==> config.mk <==
export PLATFORM = sky130hd
export DESIGN_NAME = bus_bridge
export DESIGN_NICKNAME = d
export VERILOG_FILES = /design/src/rtl/bridge_pkg.sv /design/src/rtl/bus_bridge.sv
export SDC_FILE = /design/constraint.sdc
export NUM_CORES = 1
export LEC_CHECK = 0
export ABC_AREA = 1
export CAP_MARGIN = 20
export CORE_MARGIN = 5
export CORE_UTILIZATION = 25
export DETAILED_ROUTE_END_ITERATION = 12
export RECOVER_POWER = 25
export SETUP_SLACK_MARGIN = 0.05
export SLEW_MARGIN = 20
export SYNTH_ARGS = -nofsm -noshare
export SYNTH_HDL_FRONTEND = slang
export SYNTH_SLANG_ARGS = --single-unit
==> constraint.sdc <==
create_clock -name clk -period 1.9 [get_ports clk]
set_input_delay 0.38 -clock clk [delete_from_list [all_inputs] [get_ports clk]]
set_output_delay 0.38 -clock clk [all_outputs]
set_load 0.05 [all_outputs]
==> src/rtl/bridge_pkg.sv <==
// Shared constants for the UART-to-bus bridge.
//   OP_WRITE / OP_READ : frame opcodes ('W', 'R')
//   RESP_OK / RESP_ERR : single-byte responses ('K', '?')
//   state_t            : bridge FSM state encoding
package bridge_pkg;

    localparam logic [7:0] OP_WRITE = 8'h57;
    localparam logic [7:0] OP_READ  = 8'h52;
    localparam logic [7:0] RESP_OK  = 8'h4B;
    localparam logic [7:0] RESP_ERR = 8'h3F;

    typedef enum logic [2:0] {
        ST_IDLE = 3'd0,
        ST_ADDR = 3'd1,
        ST_DATA = 3'd2,
        ST_EXEC = 3'd3,
        ST_RESP = 3'd4
    } state_t;

endpackage

==> src/rtl/bus_bridge.sv <==
// UART byte-stream to 32-bit peripheral bus bridge.
// Frames: opcode, 4 address bytes (MSB first), then 4 data bytes for writes.
// Writes answer 'K', reads answer the 4 captured data bytes (MSB first),
// bad opcodes and misaligned addresses answer '?' with an err pulse.
// Ports:
//   clk, reset        : clock (rising edge), asynchronous active-low reset
//   rx_data, rx_valid : received byte and its one-cycle valid pulse
//   tx_data, tx_start : byte to send and its one-cycle start pulse
//   tx_busy           : transmitter busy
//   rd, wr            : one-cycle bus strobes
//   addr, wdata       : bus address / write data, held between frames
//   rdata             : bus read data, valid while rd is high
//   busy              : FSM not idle
//   err               : one-cycle protocol error pulse
module bus_bridge #(
    parameter int TIMEOUT_CYCLES = 1000000
) (
    input  logic        clk,
    input  logic        reset,
    input  logic [7:0]  rx_data,
    input  logic        rx_valid,
    output logic [7:0]  tx_data,
    output logic        tx_start,
    input  logic        tx_busy,
    output logic        rd,
    output logic        wr,
    output logic [31:0] addr,
    output logic [31:0] wdata,
    input  logic [31:0] rdata,
    output logic        busy,
    output logic        err
);
    import bridge_pkg::*;

    // Wide enough to hold TIMEOUT_CYCLES-1.
    localparam int TW = (TIMEOUT_CYCLES > 2) ? $clog2(TIMEOUT_CYCLES) : 1;

    state_t        state;
    logic          is_write;
    logic [1:0]    byte_cnt;
    logic [TW-1:0] timer;
    logic [23:0]   shift;      // first three bytes of the current word
    logic [31:0]   addr_pend;  // write address, committed together with wdata
    logic [31:0]   resp_buf;   // remaining response bytes, next byte in [31:24]
    logic [2:0]    resp_left;
    logic [31:0]   frame_word;

    // Word completed by the byte arriving this cycle.
    assign frame_word = {shift, rx_data};
    assign busy       = (state != ST_IDLE);

    always_ff @(posedge clk or negedge reset) begin
        if (!reset) begin
            state     <= ST_IDLE;
            is_write  <= 1'b0;
            byte_cnt  <= 2'd0;
            timer     <= '0;
            shift     <= 24'h0;
            addr_pend <= 32'h0;
            resp_buf  <= 32'h0;
            resp_left <= 3'd0;
            addr      <= 32'h0;
            wdata     <= 32'h0;
            rd        <= 1'b0;
            wr        <= 1'b0;
            err       <= 1'b0;
            tx_start  <= 1'b0;
            tx_data   <= 8'h0;
        end else begin
            rd       <= 1'b0;
            wr       <= 1'b0;
            err      <= 1'b0;
            tx_start <= 1'b0;
            case (state)
                ST_IDLE: begin
                    if (rx_valid) begin
                        if (rx_data == OP_WRITE || rx_data == OP_READ) begin
                            is_write <= (rx_data == OP_WRITE);
                            byte_cnt <= 2'd0;
                            timer    <= '0;
                            state    <= ST_ADDR;
                        end else begin
                            err       <= 1'b1;
                            resp_buf  <= {RESP_ERR, 24'h0};
                            resp_left <= 3'd1;
                            state     <= ST_RESP;
                        end
                    end
                end
                ST_ADDR, ST_DATA: begin
                    // A byte arriving on the timeout cycle takes priority.
                    if (rx_valid) begin
                        timer    <= '0;
                        byte_cnt <= byte_cnt + 2'd1;  // wraps to 0 on the 4th byte
                        shift    <= frame_word[23:0];
                        if (byte_cnt == 2'd3) begin
                            if (state == ST_ADDR && is_write) begin
                                addr_pend <= frame_word;
                                state     <= ST_DATA;
                            end else if (state == ST_ADDR) begin
                                addr  <= frame_word;
                                rd    <= (frame_word[1:0] == 2'b00);
                                err   <= (frame_word[1:0] != 2'b00);
                                state <= ST_EXEC;
                            end else begin
                                addr  <= addr_pend;
                                wdata <= frame_word;
                                wr    <= (addr_pend[1:0] == 2'b00);
                                err   <= (addr_pend[1:0] != 2'b00);
                                state <= ST_EXEC;
                            end
                        end
                    end else if (timer == TW'(TIMEOUT_CYCLES - 1)) begin
                        err      <= 1'b1;
                        timer    <= '0;
                        byte_cnt <= 2'd0;
                        state    <= ST_IDLE;
                    end else begin
                        timer <= timer + TW'(1);
                    end
                end
                ST_EXEC: begin
                    // rd is high this cycle, so rdata is captured on this edge.
                    state <= ST_RESP;
                    if (addr[1:0] != 2'b00) begin
                        resp_buf  <= {RESP_ERR, 24'h0};
                        resp_left <= 3'd1;
                    end else if (is_write) begin
                        resp_buf  <= {RESP_OK, 24'h0};
                        resp_left <= 3'd1;
                    end else begin
                        resp_buf  <= rdata;
                        resp_left <= 3'd4;
                    end
                end
                ST_RESP: begin
                    // Skipping the cycle right after a start keeps starts at
                    // least two cycles apart, giving tx_busy time to rise.
                    if (!tx_busy && !tx_start) begin
                        tx_start  <= 1'b1;
                        tx_data   <= resp_buf[31:24];
                        resp_buf  <= {resp_buf[23:0], 8'h0};
                        resp_left <= resp_left - 3'd1;
                        if (resp_left == 3'd1) begin
                            state <= ST_IDLE;
                        end
                    end
                end
                default: state <= ST_IDLE;
            endcase
        end
    end

endmodule

==> results of run 1 <==
[state kept, by name, summed over array words and instances (netlist names), 2 cells and up]
name,count
shift,24
wdata,32
addr_pend,32
resp_left,3
byte_cnt,2
state,3
tx_data,8
timer,20
addr,32
resp_buf,32
[metal layers]
layer | global-route usage (%) | vias up | share of wire (%)
met1 | 16.0 | 3416 | 45
met4 | 3.98 | 0 | 2.1
li1 | - | 3606 | -
met5 | 0 | - | 0
met2 | 20.0 | 133 | 48
met3 | 2.95 | 21 | 5.1
[final cells by class]
type	count	share of cell area [%]
Inverter	75	2.46
Multi-Input combinational cell	685	29.7
Clock inverter	15	1.40
Tap cell	455	4.95
Antenna cell	1	0.0217
Sequential cell	193	42.0
Timing Repair Buffer	196	15.8
Clock buffer	17	3.70
[cells in the mapped netlist (5+ instances only)]
| library cell | n |
|---|---|
| buf_6 | 7 |
| nor3_1 | 10 |
| inv_1 | 69 |
| o21ai_2 | 27 |
| xor2_1 | 5 |
| o21ai_1 | 39 |
| buf_4 | 6 |
| a22oi_1 | 17 |
| nor2_1 | 44 |
| nand2_2 | 8 |
| dfrtp_1 | 193 |
| inv_2 | 5 |
| a21oi_1 | 5 |
| clkbuf_1 | 11 |
| nand3_1 | 31 |
| a21oi_2 | 5 |
| buf_2 | 20 |
| nand4_1 | 18 |
| o21a_1 | 30 |
| o21ai_0 | 100 |
| nand2_1 | 320 |
[timing repair]
| action | 4_1_cts | 5_1_grt |
|---|---|---|
| gates resized for setup | 5 | 5 |
| setup endpoints to repair | 4 | 22 |
| buffers inserted | 2 | 13 |
| hold buffers | 1 | 0 |
| gates cloned | 0 | 1 |
| pin swaps | 0 | 5 |
| hold endpoints to repair | 50 | 0 |
[stage by stage]
stage               TNS (ns)  util (%)  worst slack, ns  total power (W)  cell area [µm²]
global placement       -7.44      31.0           -0.176          0.00678            10800
floorplan                  0         -            0.275          0.00597             8780
detailed placement    -10.14      31.0           -0.235          0.00681            10800
CTS                  -0.0771      32.8          -0.0771           0.0104            11400
finish                     0      33.2           0.0687           0.0103            11500
global route         -0.0144      33.2          -0.0144           0.0108            11500
[power breakdown]
group	internal [W]	total (W)	leakage, nW	switching (W)
sequential	0.00433	0.00449	2.61	0.000158
combinational	0.000856	0.00230	2.57	0.00145
clock	0.00177	0.00356	0.290	0.00179
[worst max-delay path, delay by kind of cell, from the launching register on]
family / cells / cell delay (ns)
flops: 1 / 0.42
buf+inv: 4 / 0.40
simple gates: 2 / 0.20
[kinds of logic after synthesis]
family,count (synthesis),share of synthesized area (%)
AO/OA/AOI/OAI,228,15.8
flip-flops,193,55.0
XOR/XNOR,5,0.499
AND/OR/NAND/NOR,448,21.8
adder cells (fa/ha/maj),4,0.570
buffers and inverters,119,6.24
[worst paths after layout]
check | start | to | slack [ns] | cells past startpoint
worst max register to register | state[0]$_DFFE_PN0P_ | addr_pend[17]$_DFFE_PN0P_ | 0.16 | 10
max in group asynchronous | reset | addr[3]$_DFFE_PN0P_ | 0.36 | 3
worst max-delay path | state[1]$_DFFE_PN0P_ | busy | 0.07 | 6
min in group asynchronous | reset | addr[29]$_DFFE_PN0P_ | 0.66 | 2
worst min register to register | tx_data[7]$_DFFE_PN0P_ | tx_data[7]$_DFFE_PN0P_ | 0.48 | 2
worst min-delay path | tx_data[7]$_DFFE_PN0P_ | tx_data[7]$_DFFE_PN0P_ | 0.48 | 2
==> results.txt, run 1 <==
status -> finished clean
final WL -> 23.9 mm
Pwr Density -> 899 nW/µm²
ranking of synthesized cells by area -> dfrtp_1 (55%), nand2_1 (14%), o21ai_0 (5.7%)
FF+latch area -> 4830 µm²
initial DRC count -> 487
routed via count -> 7176
Synth top area share -> 55.0%
Slew Limit Fails -> 0
synthesized area -> 8780 µm²
Critical-path top delay cell -> dfrtp_2
register area share after synthesis -> 55.0%
share of cells above drive strength 1 -> 21.0%
hold violation total from the final report -> 0
die span in x -> 197 µm
startpoint types -> flip-flop
CTS Buf Count -> 17
Post-Syn Instances -> 997
Synth area leader -> dfrtp_1
WS Path Type -> reg -> out
footprint of the multi-input gates -> 3410 µm²
remaining antenna violation count -> 0
final hold slack -> 0.480 ns
io pins -> 121
fin crit share -> 96.4%
most common cell after layout, fill and taps aside -> nand2_1
Setup Viol. Count Final -> 0
Clk Tree Root Cell -> clkbuf_16
largest net degree at the start of global routing -> 65
RSZ-0062 raised after global routing -> true
CP max stage delay -> 0.42 ns
WL/cell -> 14.6 µm
Area Overhead vs Synth -> 31.1%
clk buf depth -> 2
Max Freq -> 546 MHz
Worst-Margin Slew -> 0.916 ns
fin crit period -> 1.83 ns
crit end category -> primary output
Max-cap violations -> 0
via-per-instance ratio -> 4.38
initial antenna violation count -> 0
grt ovf -> 0
Yosys cell types -> 33
Initial Utilization -> 25.3%
Max-Slew Margin vs Limit -> 39.0%
critical path cell sequence -> inv_2 -> nand2_4 -> nor2_4 -> buf_6 -> inv_1 -> buf_6
DRT Pass-1 Iters -> 5
worst skew pair latency -> 0.44 ns
HP Class -> reg -> reg
CTS tree -> done
total die area -> 39000 µm²
placed cell count -> 1587
Warnings, synthesis -> 0
required time of the worst setup path -> 1.52 ns
Synth Area per Inst -> 8.80 µm²
Yosys reg bits -> 193
most frequent cells in the layout -> nand2_1 (320), dfrtp_1 (192), buf_4 (127), o21ai_0 (100), inv_1 (68)
dpl hpwl -> 17.2 mm
Layout Nets -> 1216
vias in the first global route -> 7076
syn_nets -> 1045
gr usage total -> 12.2%
DR DRC count -> 0
Worst Skew -> 0.0155 ns
Async S/R FF share, synth -> 100%
VDD IR max -> 558 µV
IO buf count -> 120
Final Wtd Congestion -> 0.819
CTS sink cnt -> 193
Rows -> 68
maximum fanout along the worst path -> 3
number of synthesized flops with an enable pin -> 0
Worst-path clk slew -> 0.08 ns
Synth Flop Type -> dfrtp_1
Chip Height -> 197 µm
first-pass GRT wire length -> 38.4 mm
core area -> 34600 µm²
Leak Pwr -> 5.47 nW
crit-path most repeated cell -> buf_6
worst path arrival time -> 1.45 ns
final std cells w/o fill -> 1637
Fill cells -> 3539
H-tree depth -> 4
Note: power is estimated with default switching activity, not from simulation.
==> run 2, diff against run 1 <==
ABC_AREA = not set   (was 1)
==> run 2 against run 1 <==
Count of clock-buffer cells in the layout is the same. Critical path depth shrank 2. Combinational power grew 9.6%. Synthesized cell count shrank 30%. Die area shrank 3.5%. Wire length shrank 5.8%. Critical path type unchanged. Critical endpoint unchanged.
==> results.txt, run 2 <==
status -> finished clean
HP Class -> in -> reg
via-per-instance ratio -> 4.49 (+2.4%)
Worst Skew -> 0.0154 ns (-0.0000836 ns)
Setup Viol. Count Final -> 0 (unchanged)
Largest delay share family, worst path -> flip-flops
RSZ-0062 raised after global routing -> true
dpl hpwl -> 15.7 mm (-8.7%)
internal cell power -> 0.00754 W (+8.5%)
synthesized area -> 8460 µm² (-3.7%)
Layout Nets -> 928 (-24%)
Max-cap violations -> 0 (unchanged)
Synth Flop Type -> dfrtp_1
most common cell in the netlist -> dfrtp_1
reg2reg setup slack -> 0.05 ns (-0.11 ns)
grt ovf -> 0 (unchanged)
most common cell after layout, fill and taps aside -> dfrtp_1
core area -> 33400 µm² (-3.4%)
worst path arrival time -> 1.51 ns (+0.06 ns)
startpoint types -> flip-flop
Leak Pwr -> 5.27 nW (-3.8%)
FF+latch area -> 4830 µm² (about the same)
Worst-path clk slew -> 0.08 ns (about the same)
Rows -> 67 (-1.5%)
most common library cells after synthesis -> dfrtp_1 (193), mux2_2 (96), nor2_1 (59)
CTS sink cnt -> 193 (unchanged)
pre-CTS setup slack -> -0.508 ns (-0.273 ns)
DR DRC count -> 0 (unchanged)
Comb pwr share -> 22.9% (+0.7 points)
register area share after synthesis -> 57.1% (+2.1 points)
CP max stage delay -> 0.47 ns (+0.05 ns)
Slew Limit Fails -> 0 (unchanged)
remaining antenna violation count -> 0 (unchanged)
maximum fanout along the worst path -> 7 (+4)
Synth area leader -> dfrtp_1
Area Overhead vs Synth -> 34.3%
vias in the first global route -> 6413 (-9.4%)
initial antenna violation count -> 0 (unchanged)
final worst slack -> 0.00791 ns (-0.0608 ns)
hold violation total from the final report -> 0 (unchanged)
IO buf count -> 120 (unchanged)
Async S/R FF share, synth -> 100% (unchanged)
share of cells above drive strength 1 -> 36.2% (+15 points)
Chip Height -> 194 µm (-1.8%)
Clk Tree Root Cell -> clkbuf_16
Warnings, synthesis -> 0 (unchanged)
die span in x -> 194 µm (-1.8%)
Synth top area share -> 57.1% (+2.1 points)
Pwr Density -> 971 nW/µm² (+8.0%)
largest net degree at the start of global routing -> 57 (-12%)
final WL -> 22.6 mm (-5.8%)
n_diodes -> 0 (-1)
fin crit period -> 1.89 ns (+0.0608 ns)
sw frac -> 31.6% (-1.2 points)
first-pass GRT wire length -> 36.2 mm (-5.6%)
initial DRC count -> 248 (-49%)
critical path cell sequence -> or2_4 -> nor2_4 -> inv_4 -> buf_8
sequential share of power -> 44.1% (+0.7 points)
footprint of the multi-input gates -> 3460 µm² (+1.3%)
Bufs and invs on worst path -> 2 (-2)
Critical-path top delay cell -> dfrtp_2
clk buf depth -> 2 (unchanged)
syn_nets -> 747 (-29%)
H-tree depth -> 4 (unchanged)
DRT Pass-1 Iters -> 5 (unchanged)
WS Path Type -> reg -> out
CTS Buf Count -> 17 (unchanged)
crit end category -> primary output
Initial Utilization -> 25.3% (-0.067 points)
number of synthesized flops with an enable pin -> 0 (unchanged)
Worst-Margin Slew -> 0.864 ns (-0.0516 ns)
required time of the worst setup path -> 1.52 ns (about the same)
most frequent cells in the layout -> dfrtp_1 (189), buf_4 (132), mux2_2 (95), nor2_1 (57), nand2_1 (53)
fin crit share -> 99.6% (+3.2 points)
Yosys cell types -> 67 (+100%)
Synth Area per Inst -> 12.1 µm² (+37%)
Max-Slew Margin vs Limit -> 42.4% (+3.4 points)
gr usage total -> 11.9% (-0.30 points)
WL/cell -> 16.8 µm (+15%)
Post-Syn Instances -> 699 (-30%)
Fill cells -> 3328 (-6.0%)
Yosys reg bits -> 193 (unchanged)
Max Freq -> 529 MHz (-3.2%)
Clock power frac -> 33.1% (-1.3 points)
total power -> 0.0110 W (+6.6%)
ranking of synthesized cells by area -> dfrtp_1 (57%), mux2_2 (13%), mux2i_1 (3.8%)
CTS tree -> done
VDD IR max -> 595 µV (+6.7%)
worst skew pair latency -> 0.44 ns (about the same)
routed via count -> 6017 (-16%)
io pins -> 121 (unchanged)
Final Wtd Congestion -> 0.739 (-9.7%)
total die area -> 37600 µm² (-3.5%)
Psw -> 0.00349 W (+2.7%)
[run 2: cell types whose count changed after synthesis, sizes merged, moves of 29 or more]
cell / delta
inv: -66
mux2: +97
mux2i: +32
nand2: -277
o21a: -29
o21ai: -121
[run 2: final timing paths]
kind	cells after the start	from	end
worst max-delay path	4	state[0]$_DFFE_PN0P_	busy
worst min-delay path	2	rx_data[4]	wdata[4]$_DFFE_PN0P_
worst max register to register	6	state[1]$_DFFE_PN0P_	state[0]$_DFFE_PN0P_
worst min register to register	2	resp_buf[29]$_DFFE_PN0P_	resp_buf[29]$_DFFE_PN0P_
max in group asynchronous	3	reset	resp_buf[2]$_DFFE_PN0P_
min in group asynchronous	2	reset	addr_pend[27]$_DFFE_PN0P_
[run 2: logic make-up (layout without fill, tap and decap cells)]
group,Yosys count,in the layout,synth area share [%]
compound gates,138,139,11.2
xor+xnor,3,3,0.400
fa+ha+maj,4,4,0.592
buf+inv,53,246,3.42
flops,193,193,57.1
mux,129,129,16.7
simple gates,179,179,10.6
[run 2: power by group through the flow]
stage          clock (W)  sequential, W  combinational, W
2_1_floorplan          0        0.00518           0.00124
3_3_place_gp           0        0.00495           0.00238
3_5_place_dp           0        0.00495           0.00243
4_1_cts          0.00376        0.00487           0.00248
5_1_grt          0.00392        0.00493           0.00280
6_report         0.00365        0.00486           0.00252
[run 2: timing repair]
item,in CTS,in global routing
hold buffers,1,0
endpoints found under the hold margin,50,0
gates cloned,2,2
setup buffers,2,10
setup endpoints to repair,97,99
pin swaps,2,4
resized for setup,29,18
[run 2: per-stage QoR]
stage          hold slack (ns)  std cells  util, %  TNS (ns)  cell area [µm²]
5_1_grt                  0.448       1341     33.9    -0.144            11400
6_report                 0.427       1341     33.9         0            11400
4_1_cts                  0.407       1331     33.6   -0.0150            11200
2_1_floorplan           0.0844        699        -         0             8460
3_5_place_dp             0.408       1294     31.5    -37.21            10500
3_3_place_gp             0.413       1294     31.5    -35.33            10500
[run 2: layout make-up]
cell class / instances / share of cell area (%)
flip-flops and latches: 193 / 42.6
multi-input cells: 454 / 30.5
repair buffers: 206 / 16.5
well taps: 448 / 4.94
clock buffers: 17 / 3.75
clock inverters: 15 / 1.48
inverters: 8 / 0.287
[run 2: metal layers]
| layer | GRT usage, % | up-vias | wire (µm) |
|---|---|---|---|
| met3 | 2.73 | 20 | 705 |
| met2 | 20.0 | 95 | 11200 |
| met4 | 3.20 | 0 | 291 |
| met1 | 15.7 | 3017 | 10300 |
| met5 | 0 | - | 0 |
| li1 | - | 2885 | - |
==> run 3, diff against run 2 <==
PLACE_DENSITY = 0.43   (was not set)
==> run 3 against run 2 <==
First-iteration DRC count up 8.5%. Final cell count rose by 0.37%. Maximum frequency rose by 0.13%. Count of clock-buffer cells in the layout grew 1. Wire length increased by 4.6%. Worst hold slack worse by 0.071 ns. Critical path depth unchanged. Power up 1.5%. Register-to-register slack got worse by 0.04 ns. Worst setup slack improved by 0.0024 ns. Sequential share of layout area shrank 1.0 points. Global-route usage is 0.32 points higher. Critical endpoint unchanged. Largest cell class unchanged. Highest routed layer unchanged.
==> results.txt, run 3 (synthesis gave the netlist of run 2 again) <==
remaining antenna violation count -> 0 (unchanged)
VDD IR max -> 635 µV (+6.6%)
HP Class -> in -> async
core area -> 33400 µm² (unchanged)
die span in x -> 194 µm (unchanged)
Chip Height -> 194 µm (unchanged)
Rows -> 67 (unchanged)
pre-CTS setup slack -> -0.487 ns (+0.0207 ns)
Worst-path clk slew -> 0.08 ns (about the same)
Setup Viol. Count Final -> 0 (unchanged)
Slew Limit Fails -> 0 (unchanged)
WL/cell -> 17.5 µm (+4.2%)
first-pass GRT wire length -> 36.7 mm (+1.3%)
largest net degree at the start of global routing -> 66 (+16%)
Leak Pwr -> 5.42 nW (+2.9%)
RSZ-0062 raised after global routing -> true
Final Wtd Congestion -> 0.728 (-1.6%)
internal cell power -> 0.00760 W (+0.78%)
fin crit share -> 99.5% (-0.12 points)
routed via count -> 6037 (+0.33%)
H-tree depth -> 4 (unchanged)
CP max stage delay -> 0.47 ns (about the same)
initial DRC count -> 269 (+8.5%)
IO buf count -> 120 (unchanged)
TNS Setup -> 0 ns (unchanged)
WS Path Type -> reg -> out
total die area -> 37600 µm² (unchanged)
Max-cap violations -> 0 (unchanged)
DR DRC count -> 0 (unchanged)
dpl hpwl -> 15.8 mm (+0.43%)
worst skew pair latency -> 0.44 ns (about the same)
sw frac -> 32.1% (+0.47 points)
io pins -> 121 (unchanged)
Max-Slew Margin vs Limit -> 32.9% (-9.5 points)
met3 usage -> 3.67% (+0.94 points)
final WL -> 23.6 mm (+4.6%)
Comb pwr share -> 25.0% (+2.1 points)
final worst slack -> 0.0103 ns (+0.00237 ns)
status -> finished clean
DRT Pass-1 Iters -> 4 (-1)
met1 usage -> 16.7% (+1.1 points)
Layout Nets -> 933 (+0.54%)
Area Overhead vs Synth -> 37.5%
via-per-instance ratio -> 4.49 (about the same)
n_diodes -> 0 (unchanged)
fin crit period -> 1.89 ns (-0.00237 ns)
Clk Tree Root Cell -> clkbuf_16
Pwr Density -> 963 nW/µm² (-0.89%)
CTS sink cnt -> 193 (unchanged)
crit end category -> primary output
CTS tree -> done
hold violation total from the final report -> 0 (unchanged)
total power -> 0.0112 W (+1.5%)
final std cells w/o fill -> 1346 (+0.37%)
CTS Buf Count -> 17 (unchanged)
critical path cell sequence -> or2_4 -> nor2_4 -> inv_2 -> buf_8
clk buf depth -> 2 (unchanged)
placed cell count -> 1297 (+0.23%)
Worst-Margin Slew -> 1.01 ns (+0.143 ns)
grt ovf -> 0 (unchanged)
initial antenna violation count -> 0 (unchanged)
met2 Resource Use GR -> 19.5% (-0.52 points)
Critical-path top delay cell -> dfrtp_2
Initial Utilization -> 25.3% (unchanged)
Max Freq -> 529 MHz (+0.13%)
Clock power frac -> 31.4% (-1.7 points)
Worst Skew -> 0.0105 ns (-0.00487 ns)
most used routing layer -> met2
Final Cell Area -> 11600 µm² (+2.4%)
worst path arrival time -> 1.51 ns (about the same)
share of cells above drive strength 1 -> 39.9% (+3.7 points)
maximum fanout along the worst path -> 8 (+1)
sequential share of power -> 43.6% (-0.5 points)
area of placed instances -> 10500 µm² (unchanged)
startpoint types -> flip-flop
reg2reg setup slack -> 0.01 ns (-0.04 ns)
gr usage total -> 12.3% (+0.32 points)
most frequent cells in the layout -> dfrtp_1 (190), buf_4 (135), mux2_2 (86), nor2_1 (57), nand2_1 (37)
Psw -> 0.00359 W (+3.0%)
required time of the worst setup path -> 1.52 ns (about the same)
vias in the first global route -> 6122 (-4.5%)
most common cell after layout, fill and taps aside -> dfrtp_1
run 3: path summary, 6_finish.rpt:
kind	startpoint	end	depth (start not counted)
min in group clk	rx_data[7]	shift[7]$_DFFE_PN0P_	3
max	state[0]$_DFFE_PN0P_	busy	4
min reg2reg	byte_cnt[0]$_DFFE_PN0P_	byte_cnt[0]$_DFFE_PN0P_	1
min	reset	addr_pend[23]$_DFFE_PN0P_	2
max reg2reg	state[1]$_DFFE_PN0P_	wdata[31]$_DFFE_PN0P_	5
max in group asynchronous	reset	wdata[9]$_DFFE_PN0P_	3
run 3: cell type report:
cell class	count	area (µm²)
multi-input combinational	453	3670
timing repair buffer	212	1970
sequential	193	4830
inverter	8	30.0
fill	3324	21800
tap	448	561
clock buffer	18	439
clock inverter	14	118
run 3: power by group through the flow:
stage / clock network, W / registers, W / logic [W]
after floorplan: 0 / 0.00518 / 0.00124
after global placement: 0 / 0.00496 / 0.00249
after detailed placement: 0 / 0.00496 / 0.00252
after CTS: 0.00366 / 0.00488 / 0.00254
after global routing: 0.00384 / 0.00494 / 0.00308
final: 0.00352 / 0.00488 / 0.00279
run 3: routing by layer:
layer | wire length, µm | up-vias
li1 | - | 2903
met1 | 11000 | 3023
met2 | 11400 | 99
met3 | 1040 | 12
met4 | 183 | 0
met5 | 0 | -
run 3: worst max-delay path: cells and delay by family, from the launching register on:
| family | cells | cell delay, ns |
|---|---|---|
| and+or+nand+nor | 2 | 0.38 |
| buffers and inverters | 2 | 0.22 |
| DFF | 1 | 0.47 |
run 3: timing repair:
item | CTS | global route
cloned | 0 | 6
endpoints found under the hold margin | 14 | 0
setup endpoints to repair | 120 | 97
hold buffers | 1 | 0
setup buffers | 4 | 6
pin swaps | 6 | 39
resized for setup | 23 | 89
run 3: stage by stage:
| stage | util, % | hold slack, ns |
|---|---|---|
| 6_report | 34.8 | 0.356 |
| 5_1_grt | 34.8 | 0.350 |
| 4_1_cts | 33.4 | 0.346 |
| 3_5_place_dp | 31.5 | 0.270 |
| 3_3_place_gp | 31.5 | 0.273 |
| 2_1_floorplan | - | 0.0844 |
